==> src/rtl/fetch_pkg.sv <==
// Shared types and constants for the instruction-fetch front end.
//   XLEN             : address/data width
//   NOP_INSTR        : instruction presented to decode when nothing is valid
//   RESET_PC_DEFAULT : default first fetch address
//   fetch_entry_t    : one buffered instruction with its PC
package fetch_pkg;
  localparam int XLEN = 32;
  localparam logic [31:0] NOP_INSTR = 32'h0000_0013;
  localparam logic [XLEN-1:0] RESET_PC_DEFAULT = '0;

  typedef struct packed {
    logic [31:0]     instr;
    logic [XLEN-1:0] pc;
  } fetch_entry_t;
endpackage

==> src/rtl/fetch_fifo.sv <==
// Prefetch buffer: synchronous FIFO of fetch_entry_t.
//   clk, rst     : clock, async active-high reset
//   push/pushEntry : write an entry (ignored when full and not popping)
//   pop          : remove head (ignored when empty)
//   flush        : empty the buffer; wins over push and pop
//   count        : current occupancy (0..DEPTH)
//   head         : oldest entry, meaningful only when count != 0
module fetch_fifo
  import fetch_pkg::*;
#(
  parameter int DEPTH = 4
) (
  input  logic                   clk,
  input  logic                   rst,
  input  logic                   push,
  input  fetch_entry_t           pushEntry,
  input  logic                   pop,
  input  logic                   flush,
  output logic [$clog2(DEPTH):0] count,
  output fetch_entry_t           head
);
  localparam int AW = $clog2(DEPTH);
  localparam logic [AW:0] FULL = (AW+1)'(DEPTH);

  fetch_entry_t  mem [DEPTH];
  logic [AW-1:0] rdPtr, wrPtr;
  logic          doPush, doPop;

  assign doPop  = pop && (count != '0);
  // A full buffer can still accept when the head leaves in the same cycle.
  assign doPush = push && ((count != FULL) || doPop);

  always_ff @(posedge clk or posedge rst) begin
    if (rst) begin
      rdPtr <= '0;
      wrPtr <= '0;
      count <= '0;
    end else if (flush) begin
      rdPtr <= '0;
      wrPtr <= '0;
      count <= '0;
    end else begin
      if (doPush) wrPtr <= wrPtr + AW'(1);
      if (doPop)  rdPtr <= rdPtr + AW'(1);
      count <= count + (AW+1)'(doPush) - (AW+1)'(doPop);
    end
  end

  // Storage needs no reset: contents are only observed through count.
  always_ff @(posedge clk) begin
    if (doPush && !flush) mem[wrPtr] <= pushEntry;
  end

  assign head = mem[rdPtr];
endmodule

==> src/rtl/fetch_prefetch_unit.sv <==
// Instruction-fetch front end feeding decode.
// Issues sequential word fetches (valid/ready, in-order responses of variable
// latency), buffers returned words with their PC, and hands one instruction
// per cycle to decode. A redirect flushes the buffer, restarts fetch at the
// target and discards every response still owed for the old stream.
//   clk, rst          : clock, async active-high reset
//   imem_req_*        : fetch request channel (addr word-aligned)
//   imem_rsp_*        : in-order response, no backpressure
//   redirect_*        : taken branch/jump target from execute
//   out_valid/ready   : decode handshake
//   out_instr/pc/pc_plus4 : head instruction (NOP when not valid)
module fetch_prefetch_unit
  import fetch_pkg::*;
#(
  parameter int              FIFO_DEPTH      = 4,
  parameter int              MAX_OUTSTANDING = 2,
  parameter logic [XLEN-1:0] RESET_PC        = RESET_PC_DEFAULT
) (
  input  logic            clk,
  input  logic            rst,
  output logic            imem_req_valid,
  input  logic            imem_req_ready,
  output logic [XLEN-1:0] imem_req_addr,
  input  logic            imem_rsp_valid,
  input  logic [31:0]     imem_rsp_data,
  input  logic            redirect_valid,
  input  logic [XLEN-1:0] redirect_pc,
  output logic            out_valid,
  input  logic            out_ready,
  output logic [31:0]     out_instr,
  output logic [XLEN-1:0] out_pc,
  output logic [XLEN-1:0] out_pc_plus4
);
  localparam int CW = $clog2(FIFO_DEPTH) + 1;
  localparam int OW = $clog2(MAX_OUTSTANDING + 1);

  logic [XLEN-1:0] fetchPc, rspPc, redirTarget;
  logic [OW-1:0]   outstanding, dropCnt, rspDec;
  logic [CW-1:0]   fifoCount;
  logic            reqFire, fifoPush, fifoPop;
  fetch_entry_t    pushEntry, head;

  assign redirTarget = redirect_pc & ~XLEN'(3);
  assign rspDec      = OW'(imem_rsp_valid);

  // Each in-flight request holds a buffer slot, so responses can never
  // overflow the FIFO even with decode stalled.
  assign imem_req_valid = !rst && !redirect_valid
                       && (int'(outstanding) < MAX_OUTSTANDING)
                       && (int'(outstanding) + int'(fifoCount) < FIFO_DEPTH);
  assign imem_req_addr  = fetchPc;
  assign reqFire        = imem_req_valid && imem_req_ready;

  always_ff @(posedge clk or posedge rst) begin
    if (rst) begin
      fetchPc     <= RESET_PC;
      rspPc       <= RESET_PC;
      outstanding <= '0;
      dropCnt     <= '0;
    end else if (redirect_valid) begin
      // Everything still in flight belongs to the old stream; a response
      // arriving this very cycle is already being thrown away.
      fetchPc     <= redirTarget;
      rspPc       <= redirTarget;
      outstanding <= outstanding - rspDec;
      dropCnt     <= outstanding - rspDec;
    end else begin
      if (reqFire) fetchPc <= fetchPc + XLEN'(4);
      if (imem_rsp_valid) begin
        if (dropCnt != '0) dropCnt <= dropCnt - OW'(1);
        else               rspPc   <= rspPc + XLEN'(4);
      end
      outstanding <= outstanding + OW'(reqFire) - rspDec;
    end
  end

  assign fifoPush        = imem_rsp_valid && (dropCnt == '0) && !redirect_valid;
  assign fifoPop         = out_valid && out_ready;
  assign pushEntry.instr = imem_rsp_data;
  assign pushEntry.pc    = rspPc;

  fetch_fifo #(.DEPTH(FIFO_DEPTH)) uFifo (
    .clk      (clk),
    .rst      (rst),
    .push     (fifoPush),
    .pushEntry(pushEntry),
    .pop      (fifoPop),
    .flush    (redirect_valid),
    .count    (fifoCount),
    .head     (head)
  );

  assign out_valid    = (fifoCount != '0);
  assign out_instr    = out_valid ? head.instr : NOP_INSTR;
  assign out_pc       = out_valid ? head.pc : '0;
  assign out_pc_plus4 = out_pc + XLEN'(4);
endmodule
==> config.mk <==
export PLATFORM = sky130hd
export DESIGN_NAME = fetch_prefetch_unit
export DESIGN_NICKNAME = d
export VERILOG_FILES = /design/src/rtl/fetch_pkg.sv /design/src/rtl/fetch_fifo.sv /design/src/rtl/fetch_prefetch_unit.sv
export SDC_FILE = /design/constraint.sdc
export NUM_CORES = 1
export LEC_CHECK = 0
export BUFFER_PORTS_ARGS = -buffer_cell sky130_fd_sc_hd__buf_2
export CAP_MARGIN = 40
export CORE_UTILIZATION = 40
export CTS_CLUSTER_SIZE = 24
export DETAILED_ROUTE_END_ITERATION = 6
export GPL_ROUTABILITY_DRIVEN = 0
export PLACE_DENSITY = 0.65
export SYNTH_ARGS = -nofsm -noshare
export SYNTH_HDL_FRONTEND = slang
export SYNTH_SLANG_ARGS = --single-unit
==> constraint.sdc <==
create_clock -name clk -period 6.3 [get_ports clk]
set_input_delay 0.315 -clock clk [delete_from_list [all_inputs] [get_ports clk]]
set_output_delay 0.315 -clock clk [all_outputs]
set_load 0.02 [all_outputs]
# Word-level counts from Yosys, hierarchy flattened
# Memory sizes are Yosys's and may differ from the RTL's.
# Cells that the tools add are included.
# Widths: inputs -> output; s select.
# word_totals
regBits	75
ram_bits	256
inputBits	70
output_inout_bits	130
wordCells	65
memories	1
# memory_table
name	words	width	read_ports	rd_clocked_by_memory_dff	wr	line_no	rtl
uFifo.mem	4	64	1	0	1	fetch_fifo.sv:25	fetch_entry_t mem [DEPTH];
# classes
n_addsub	12
order_cmp	2
eq_ne	2
muxes	18
reduce_logical	23
# op_table
operator	n
$mux 32	7
$add 32x3->32 const B	3
$mux 2	8
$reduce_bool 2->1	6
$logic_and 1x1->1	10
$add 2x1->2 const B	2
$add 2x3->4	1
$lt 4x3->1 const B	1
$reduce_and 2->1	2
$sub 2x1->2	2
$add 3x1->3	1
$mux 3	1
$ne 3x3->1 const B	1
$reduce_bool 3->1	1
$sub 3x1->3	1
$add 2x1->2	1
$logic_not 1->1	2
$logic_not 2->1	1
$lt 2x2->1 const B	1
$mux 1	2
$ne 2x2->1 const B	1
$sub 2x1->2 const B	1
$logic_or 1x1->1	1

# Depth between registers and ports, before layout
# Gate-level depths: netlist of run 1.
# depth
ltp_word	8
mapped_depth	13
mapped_depth_nobuf	10

# Modules after synthesis
# From an unflattened synthesis of run 1, not the netlist that was laid out.
# unflattened
hier_cells	949
area_unflattened_um2	14460.1
# modules_own_cells
mod	instances	cells_each	area_each_um2	seq_area_each_um2
fetch_fifo	1	379	9691.8	7862.5
fetch_prefetch_unit	1	570	4768.3	1601.5

# Least setup slack after synthesis of run 1
# OpenSTA, ideal clock, no wires.
# synth_path
path_kind	register to output
start	register uFifo.count[1]
end	output port out_pc_plus4[30]
t_arrival_ps	3497
required_ps	5985
path_slack_ps	2488
stages_incl_launch_ff	14
path_buffers	3
path_cell_list	dfrtp_1 -> nor3_1 -> inv_1 -> clkbuf_1 -> clkbuf_1 -> and2_1 -> ha_1 -> nand2b_1 -> o22ai_1 -> nand3_1 -> or4_1 -> buf_2 -> nor4_4 -> xor2_1
# synth_via
elab_chain_len	3
# synth_rtl
item	line_no	rtl
from (decl)	fetch_fifo.sv:19	output logic [$clog2(DEPTH):0] count,
from (signal assigned)	fetch_fifo.sv:45	count <= count + (AW+1)'(doPush) - (AW+1)'(doPop);
$reduce_bool 3->1	fetch_prefetch_unit.sv:93	assign out_valid = (fifoCount != '0);
via out_valid	fetch_prefetch_unit.sv:28	output logic out_valid,
$mux 32	fetch_prefetch_unit.sv:95	assign out_pc = out_valid ? head.pc : '0;
via out_pc[3]	fetch_prefetch_unit.sv:31	output logic [XLEN-1:0] out_pc,
$add 32x3->32	fetch_prefetch_unit.sv:96	assign out_pc_plus4 = out_pc + XLEN'(4);
to (decl)	fetch_prefetch_unit.sv:32	output logic [XLEN-1:0] out_pc_plus4
# The timed path passes the listed nets, and every way through them passes these cells.

# Final worst setup path of run 1
# layout_path
start	register uFifo.rdPtr[0]
end	output port out_pc_plus4[30]
# layout_via
elab_chain_len	3
# layout_rtl
item	line_no	rtl
from (decl)	fetch_fifo.sv:26	logic [AW-1:0] rdPtr, wrPtr;
from (signal assigned)	fetch_fifo.sv:44	if (doPop) rdPtr <= rdPtr + AW'(1);
$mem_v2 4x64	n/a	
$mux 32	fetch_prefetch_unit.sv:95	
$add 32x3->32	fetch_prefetch_unit.sv:96	
# Every way passes these cells.

==> results of run 1 <==
-- cell usage after synthesis (2+ instances only) --
| master | instances |
|---|---|
| mux2i_1 | 4 |
| or3_1 | 5 |
| and2_1 | 72 |
| edfxtp_1 | 248 |
| nand3_1 | 41 |
| nand4_1 | 27 |
| and2_0 | 3 |
| o41ai_1 | 2 |
| dfrtp_1 | 71 |
| mux4_2 | 66 |
| buf_1 | 7 |
| or2_2 | 3 |
| ha_1 | 14 |
| or4_1 | 3 |
| and4_1 | 7 |
| nor3b_1 | 4 |
| nor3_1 | 12 |
| nand2_1 | 86 |
| clkbuf_1 | 28 |
| o21ai_0 | 49 |
| nor2b_1 | 4 |
| mux2_2 | 7 |
| xor2_1 | 26 |
| a31oi_1 | 4 |
| a311oi_1 | 2 |
| inv_1 | 22 |
| nor4b_1 | 2 |
| clkinv_1 | 3 |
| o211ai_1 | 13 |
| a21oi_1 | 15 |
| nand3b_1 | 3 |
| xnor2_1 | 40 |
| and3_1 | 20 |
| nand2b_1 | 3 |
| o311ai_0 | 7 |
| a21o_1 | 2 |
| buf_2 | 7 |
| nor2_1 | 34 |
| nand4b_1 | 3 |
| inv_2 | 2 |
| nor4_1 | 5 |
| buf_4 | 8 |
-- final cells by class --
cell class,count,area (um2)
fillers,3041,18500
flip-flops and latches,319,9230
multi-input cells,605,4840
repair buffers,210,1140
clock buffers,43,906
well taps,461,577
clock inverters,20,210
inverters,27,101
-- worst max-delay path by stage --
stage,from,end,cells after the start,slack [ps]
finish,uFifo.rdPtr[0],out_pc_plus4[30],10,1620
global route,uFifo.rdPtr[0],out_pc_plus4[30],8,1280
CTS,uFifo.rdPtr[0],out_pc_plus4[30],8,1520
detailed placement,uFifo.rdPtr[0],out_pc_plus4[30],8,2080
global placement,uFifo.rdPtr[0],out_pc_plus4[27],8,2110
floorplan,uFifo.count[1],out_pc_plus4[30],13,2490
-- registers in the layout, indices dropped and copies added (netlist names) --
register and flops:
dropCnt 2, imem_req_addr 30, outstanding 2, rspPc 30
uFifo.count 3, uFifo.mem 248, uFifo.rdPtr 2, uFifo.wrPtr 2
-- cells by family after synthesis --
family | count (synthesis)
XOR/XNOR | 66
AO/OA/AOI/OAI | 102
AND/OR/NAND/NOR | 339
flip-flops | 319
adder cells (fa/ha/maj) | 15
buffers and inverters | 78
other | 1
multiplexers | 77
-- metal layers --
layer	vias to the layer above	part of all wire (%)	global-route usage [%]	routed length, um
met4	2	2.1	5.10	688
met5	-	0.040	0	13
li1	4162	-	-	-
met3	42	7.5	3.27	2480
met1	4532	45	26.0	14800
met2	347	45	28.1	14900
-- where the power goes --
group          switching, W  leakage, nW  internal [W]  total, W
logic               0.00124         2.58      0.000797   0.00204
clock network      0.000808        0.536       0.00119   0.00200
registers          0.000199         3.10       0.00241   0.00261
total               0.00225         6.21       0.00440   0.00665
-- per-stage QoR --
stage	area, um2	setup slack, ps	hold WS (ps)	instances	power, W
final	17000	1620	17.2	1685	0.00665
after global routing	17000	1280	8.92	1685	0.00698
after CTS	17000	1520	2.74	1685	0.00673
after detailed placement	15900	2080	294	1619	0.00472
after global placement	15800	2110	287	1615	0.00468
after floorplan	14400	2490	414	1002	0.00402
-- critical path, stage by stage, from the launching register on --
cell and delay (ps):
dfrtp_4 980, mux4_2 390, and2_1 180, ha_1 230, nand2_1 80, o22ai_1 250
nand3_1 290, or4_1 750, nor4_4 350, xor2_1 160, buf_2 180
==> flow_summary.json, run 1 <==
{
  "clkLatencyLatePin_ps": 510,
  "viasPerCell": 5.39,
  "fin_util_pct": 47.9,
  "ir_worst_vdd_v": 0.000279,
  "ff2ff_path_depth": 10,
  "core_area_um2": 35500,
  "crit-reg2reg-launch": "uFifo.count[1]",
  "diodes": 0,
  "cts-root-buf": "clkbuf_16",
  "r2r_setup_slack_ps": 2390,
  "worstReg2RegEnd": "outstanding[1]",
  "maxSlewHeadroom_pct": 41.6,
  "grt_pass1_vias": 9030,
  "cts_buffer_depth": 3,
  "synth_xor_area_share_pct": 4.02,
  "initial_core_util_pct": 40.5,
  "dr.pass1.iters": 7,
  "syn_to_final_growth_pct": 18.3,
  "cap_violations": 0,
  "setup_viol": 0,
  "synth_cells": 997,
  "synth-edff-count": 248,
  "htree_levels": 2,
  "track_usage_pct": 18.1,
  "cts_setup_buffers": 0,
  "ys_async_sr_fraction_pct": 22.3,
  "grt_pass1_wl_um": 50700,
  "synth_mux_area_share_pct": 11.2,
  "synthAdderAreaFrac_pct": 1.36,
  "endpoint_kind": "output pin",
  "ys_seq_area_share_pct": 64.1,
  "dieArea_um2": 36700,
  "synth_area_leaders": "edfxtp_1 52%, dfrtp_1 12%, mux4_2 10%",
  "yosys.area_share.simple_pct": 12.6,
  "netlist.area_leader.share_pct": 51.8,
  "grt_max_degree": 61,
  "hold_path_end": "uFifo.mem[3][34]",
  "violations": "design-rule violations",
  "finalCriticalPeriod_ps": 4680,
  "hp-start": "imem_rsp_data[2]",
  "skew_ps": 10.8,
  "slew_violations": 0,
  "ios": 200,
  "antenna_found_initial": 1,
  "status": "complete, but fails checks",
  "syn-cell-area_um2": 14400,
  "ys.flop_type": "edfxtp_1",
  "drc_errors": 2,
  "crit_fanout": 48,
  "synth-seq-cells": 319,
  "num_vias": 9085,
  "yosysWarnings": 0,
  "final_cell_mix": "248 x edfxtp_1, 192 x buf_2, 86 x nand2_1",
  "num_rows": 69,
  "p_per_area_nw_per_um2": 391,
  "die_width_um": 192,
  "dr.first_iter.drc_count": 511,
  "overflow": 0,
  "max_freq_mhz": 214,
  "fin_crit_sh_pct": 74.3,
  "avgSynthCellArea_um2": 14.4,
  "cp.arrival_ps": 4370,
  "final_common_cell": "edfxtp_1",
  "dieHeight_um": 192,
  "routed_wirelength_um": 32900,
  "cts_made_buffers": 35,
  "layout-drive-gt1-share_pct": 28.0,
  "crit_type": "flop to output pin",
  "worst_ep_required_time_ps": 5980,
  "cts_resized": 0,
  "synth_top_family_by_area": "simple AND/OR/NAND/NOR gates",
  "rsz0062_at_grt": "no",
  "yosys.cell_types.count": 55,
  "wl_per_cell_um": 19.5,
  "hold_depth": 1,
  "dp_hpwl_um": 22100,
  "crit_path_start_kind": "flop",
  "fin_nets": 1283,
  "p_leak_nw": 6.21,
  "hold_viol": 0,
  "yosysTopAreaCell": "edfxtp_1",
  "postCtsHoldBufs": 3,
  "cts.clk_slew.worst_paths_ps": 70,
  "synth_compound_area_share_pct": 4.29,
  "hp-class": "input pin to flop",
  "cts_tree": "yes",
  "numPortBuffers": 191,
  "tightest_slew_ps": 869,
  "finalSetupTns_ps": 0,
  "clkSinkCount": 319,
  "drt.antenna.violating_nets": 0
}
Note: power is estimated with default switching activity, not from simulation.
==> inputs of run 2 (changes only) <==
--- a/config.mk
+++ b/config.mk
@@ -11,7 +11,7 @@
 export CTS_CLUSTER_SIZE = 24
 export DETAILED_ROUTE_END_ITERATION = 6
 export GPL_ROUTABILITY_DRIVEN = 0
-export PLACE_DENSITY = 0.65
+export PLACE_DENSITY = 0.67
 export SYNTH_ARGS = -nofsm -noshare
 export SYNTH_HDL_FRONTEND = slang
 export SYNTH_SLANG_ARGS = --single-unit
==> constraint.sdc (replaced) <==
create_clock -name clk -period 4.12 [get_ports clk]
set_input_delay 0.206 -clock clk [delete_from_list [all_inputs] [get_ports clk]]
set_output_delay 0.206 -clock clk [all_outputs]
set_load 0.02 [all_outputs]
==> flow_summary.json, run 2 (synthesis results as in run 1) <==
{
  "tightest_slew_ps": 817,
  "wl_per_cell_um": 19.3,
  "grt_use_met1_pct": 26.4,
  "crit_path_start_kind": "flop",
  "drt.antenna.violating_nets": 0,
  "hold_ws_ps": 104,
  "p_leak_nw": 6.48,
  "num_vias": 9420,
  "num_rows": 69,
  "endpoint_kind": "output pin",
  "r2r_setup_slack_ps": 1150,
  "design_area_um2": 17600,
  "ir_worst_vdd_v": 0.000544,
  "placed_area_um2": 15900,
  "cts_buffer_depth": 3,
  "cts_made_buffers": 31,
  "drc_errors": 0,
  "dr.first_iter.drc_count": 589,
  "finalCriticalPeriod_ps": 3920,
  "slew_violations": 0,
  "cp.arrival_ps": 3710,
  "status": "completed",
  "grt.met3_usage_pct": 3.03,
  "fin_util_pct": 49.7,
  "viasPerCell": 5.40,
  "ios": 200,
  "antenna_found_initial": 0,
  "cts-root-buf": "clkbuf_16",
  "cts.clk_slew.worst_paths_ps": 60,
  "numPortBuffers": 191,
  "crit_fanout": 9,
  "startpoint": "uFifo.rdPtr[0]",
  "dieHeight_um": 192,
  "grt_pass1_wl_um": 51600,
  "dr.pass1.iters": 5,
  "clkSinkCount": 319,
  "setup_ws_ps": 200,
  "clkLatencyLatePin_ps": 580,
  "max_freq_mhz": 255,
  "regMostFlops": "uFifo.mem",
  "dpl_worst_slack_ps": 637,
  "fillers": 3006,
  "largest_reg_flops": 248,
  "worstReg2RegEnd": "uFifo.mem[3][31]",
  "cap_violations": 0,
  "p_per_area_nw_per_um2": 577,
  "dp_hpwl_um": 22000,
  "grt_pass1_vias": 9289,
  "initial_core_util_pct": 40.5,
  "crit-reg2reg-launch": "dropCnt[0]",
  "fin_nets": 1346,
  "track_usage_pct": 18.2,
  "finalSetupTns_ps": 0,
  "grt_max_degree": 63,
  "grtUsageMet2_pct": 28.7,
  "syn_to_final_growth_pct": 22.7,
  "hp-class": "input pin to flop",
  "maxSlewHeadroom_pct": 45.5,
  "die_width_um": 192,
  "top_usage_layer": "met2",
  "cts_tree": "yes",
  "hold_viol": 0,
  "final_cell_mix": "248 x edfxtp_1, 191 x buf_2, 86 x nand2_1",
  "fin_crit_sh_pct": 95.2,
  "rsz0062_at_grt": "no",
  "crit_end": "out_pc_plus4[30]",
  "final_common_cell": "edfxtp_1",
  "dieArea_um2": 36700,
  "core_area_um2": 35500,
  "setup_viol": 0,
  "worst_ep_required_time_ps": 3910,
  "skew_ps": 26.1,
  "routed_wirelength_um": 33700,
  "crit_type": "flop to output pin",
  "layout-drive-gt1-share_pct": 27.3,
  "ff2ff_path_depth": 6,
  "diodes": 0,
  "htree_levels": 1,
  "overflow": 0
}
-- run 2: timing repair --
action,4_1_cts,5_1_grt
endpoints found under the hold margin,213,0
hold buffers,63,0
setup buffers,0,1
resized for setup,0,1
setup endpoints to repair,0,3
-- run 2: layout make-up --
cell class	instances	area, um2	share of cell area (%)
Clock inverter	20	256	1.45
Sequential cell	319	9230	52.3
Timing Repair Buffer	277	1810	10.3
Clock buffer	37	808	4.58
Multi-Input combinational cell	605	4850	27.5
Inverter	27	101	0.575
Tap cell	461	577	3.27
-- run 2: per-stage QoR --
step / std cells / total power [W]
2_1_floorplan: 1002 / 0.00614
3_3_place_gp: 1625 / 0.00719
3_5_place_dp: 1625 / 0.00725
4_1_cts: 1745 / 0.0103
5_1_grt: 1746 / 0.0107
6_report: 1746 / 0.0102
-- run 2: how the worst min path moves through the flow --
stage	startpoint	to	slack, ps	depth (start not counted)
after global routing	redirect_valid	uFifo.rdPtr[1]	140	2
after detailed placement	rst	imem_req_addr[2]	350	2
final	redirect_valid	uFifo.rdPtr[1]	100	2
after floorplan	imem_rsp_data[0]	uFifo.mem[0][32]	300	0
after global placement	rst	imem_req_addr[2]	340	2
after CTS	redirect_valid	uFifo.rdPtr[1]	90	2
-- run 2: power by group --
| part | switching (W) | internal [W] |
|---|---|---|
| clock network | 0.00119 | 0.00177 |
| registers | 0.000215 | 0.00369 |
| logic | 0.00203 | 0.00127 |
| total | 0.00343 | 0.00674 |
-- run 2: per-layer routing --
layer	up-vias	part of all wire, %
met3	40	6.9
met1	4730	46
met2	353	45
li1	4297	-
met5	-	0
met4	0	1.8
-- run 2: worst max-delay path, cell delays in order (launching register included) --
cell and delay (ps):
dfrtp_4 560, mux4_2 390, and2_1 180, ha_1 220
nand2b_1 70, o22ai_1 250, nand3_1 200, or4_4 610
nor4_4 300, xor2_1 180, buf_2 190
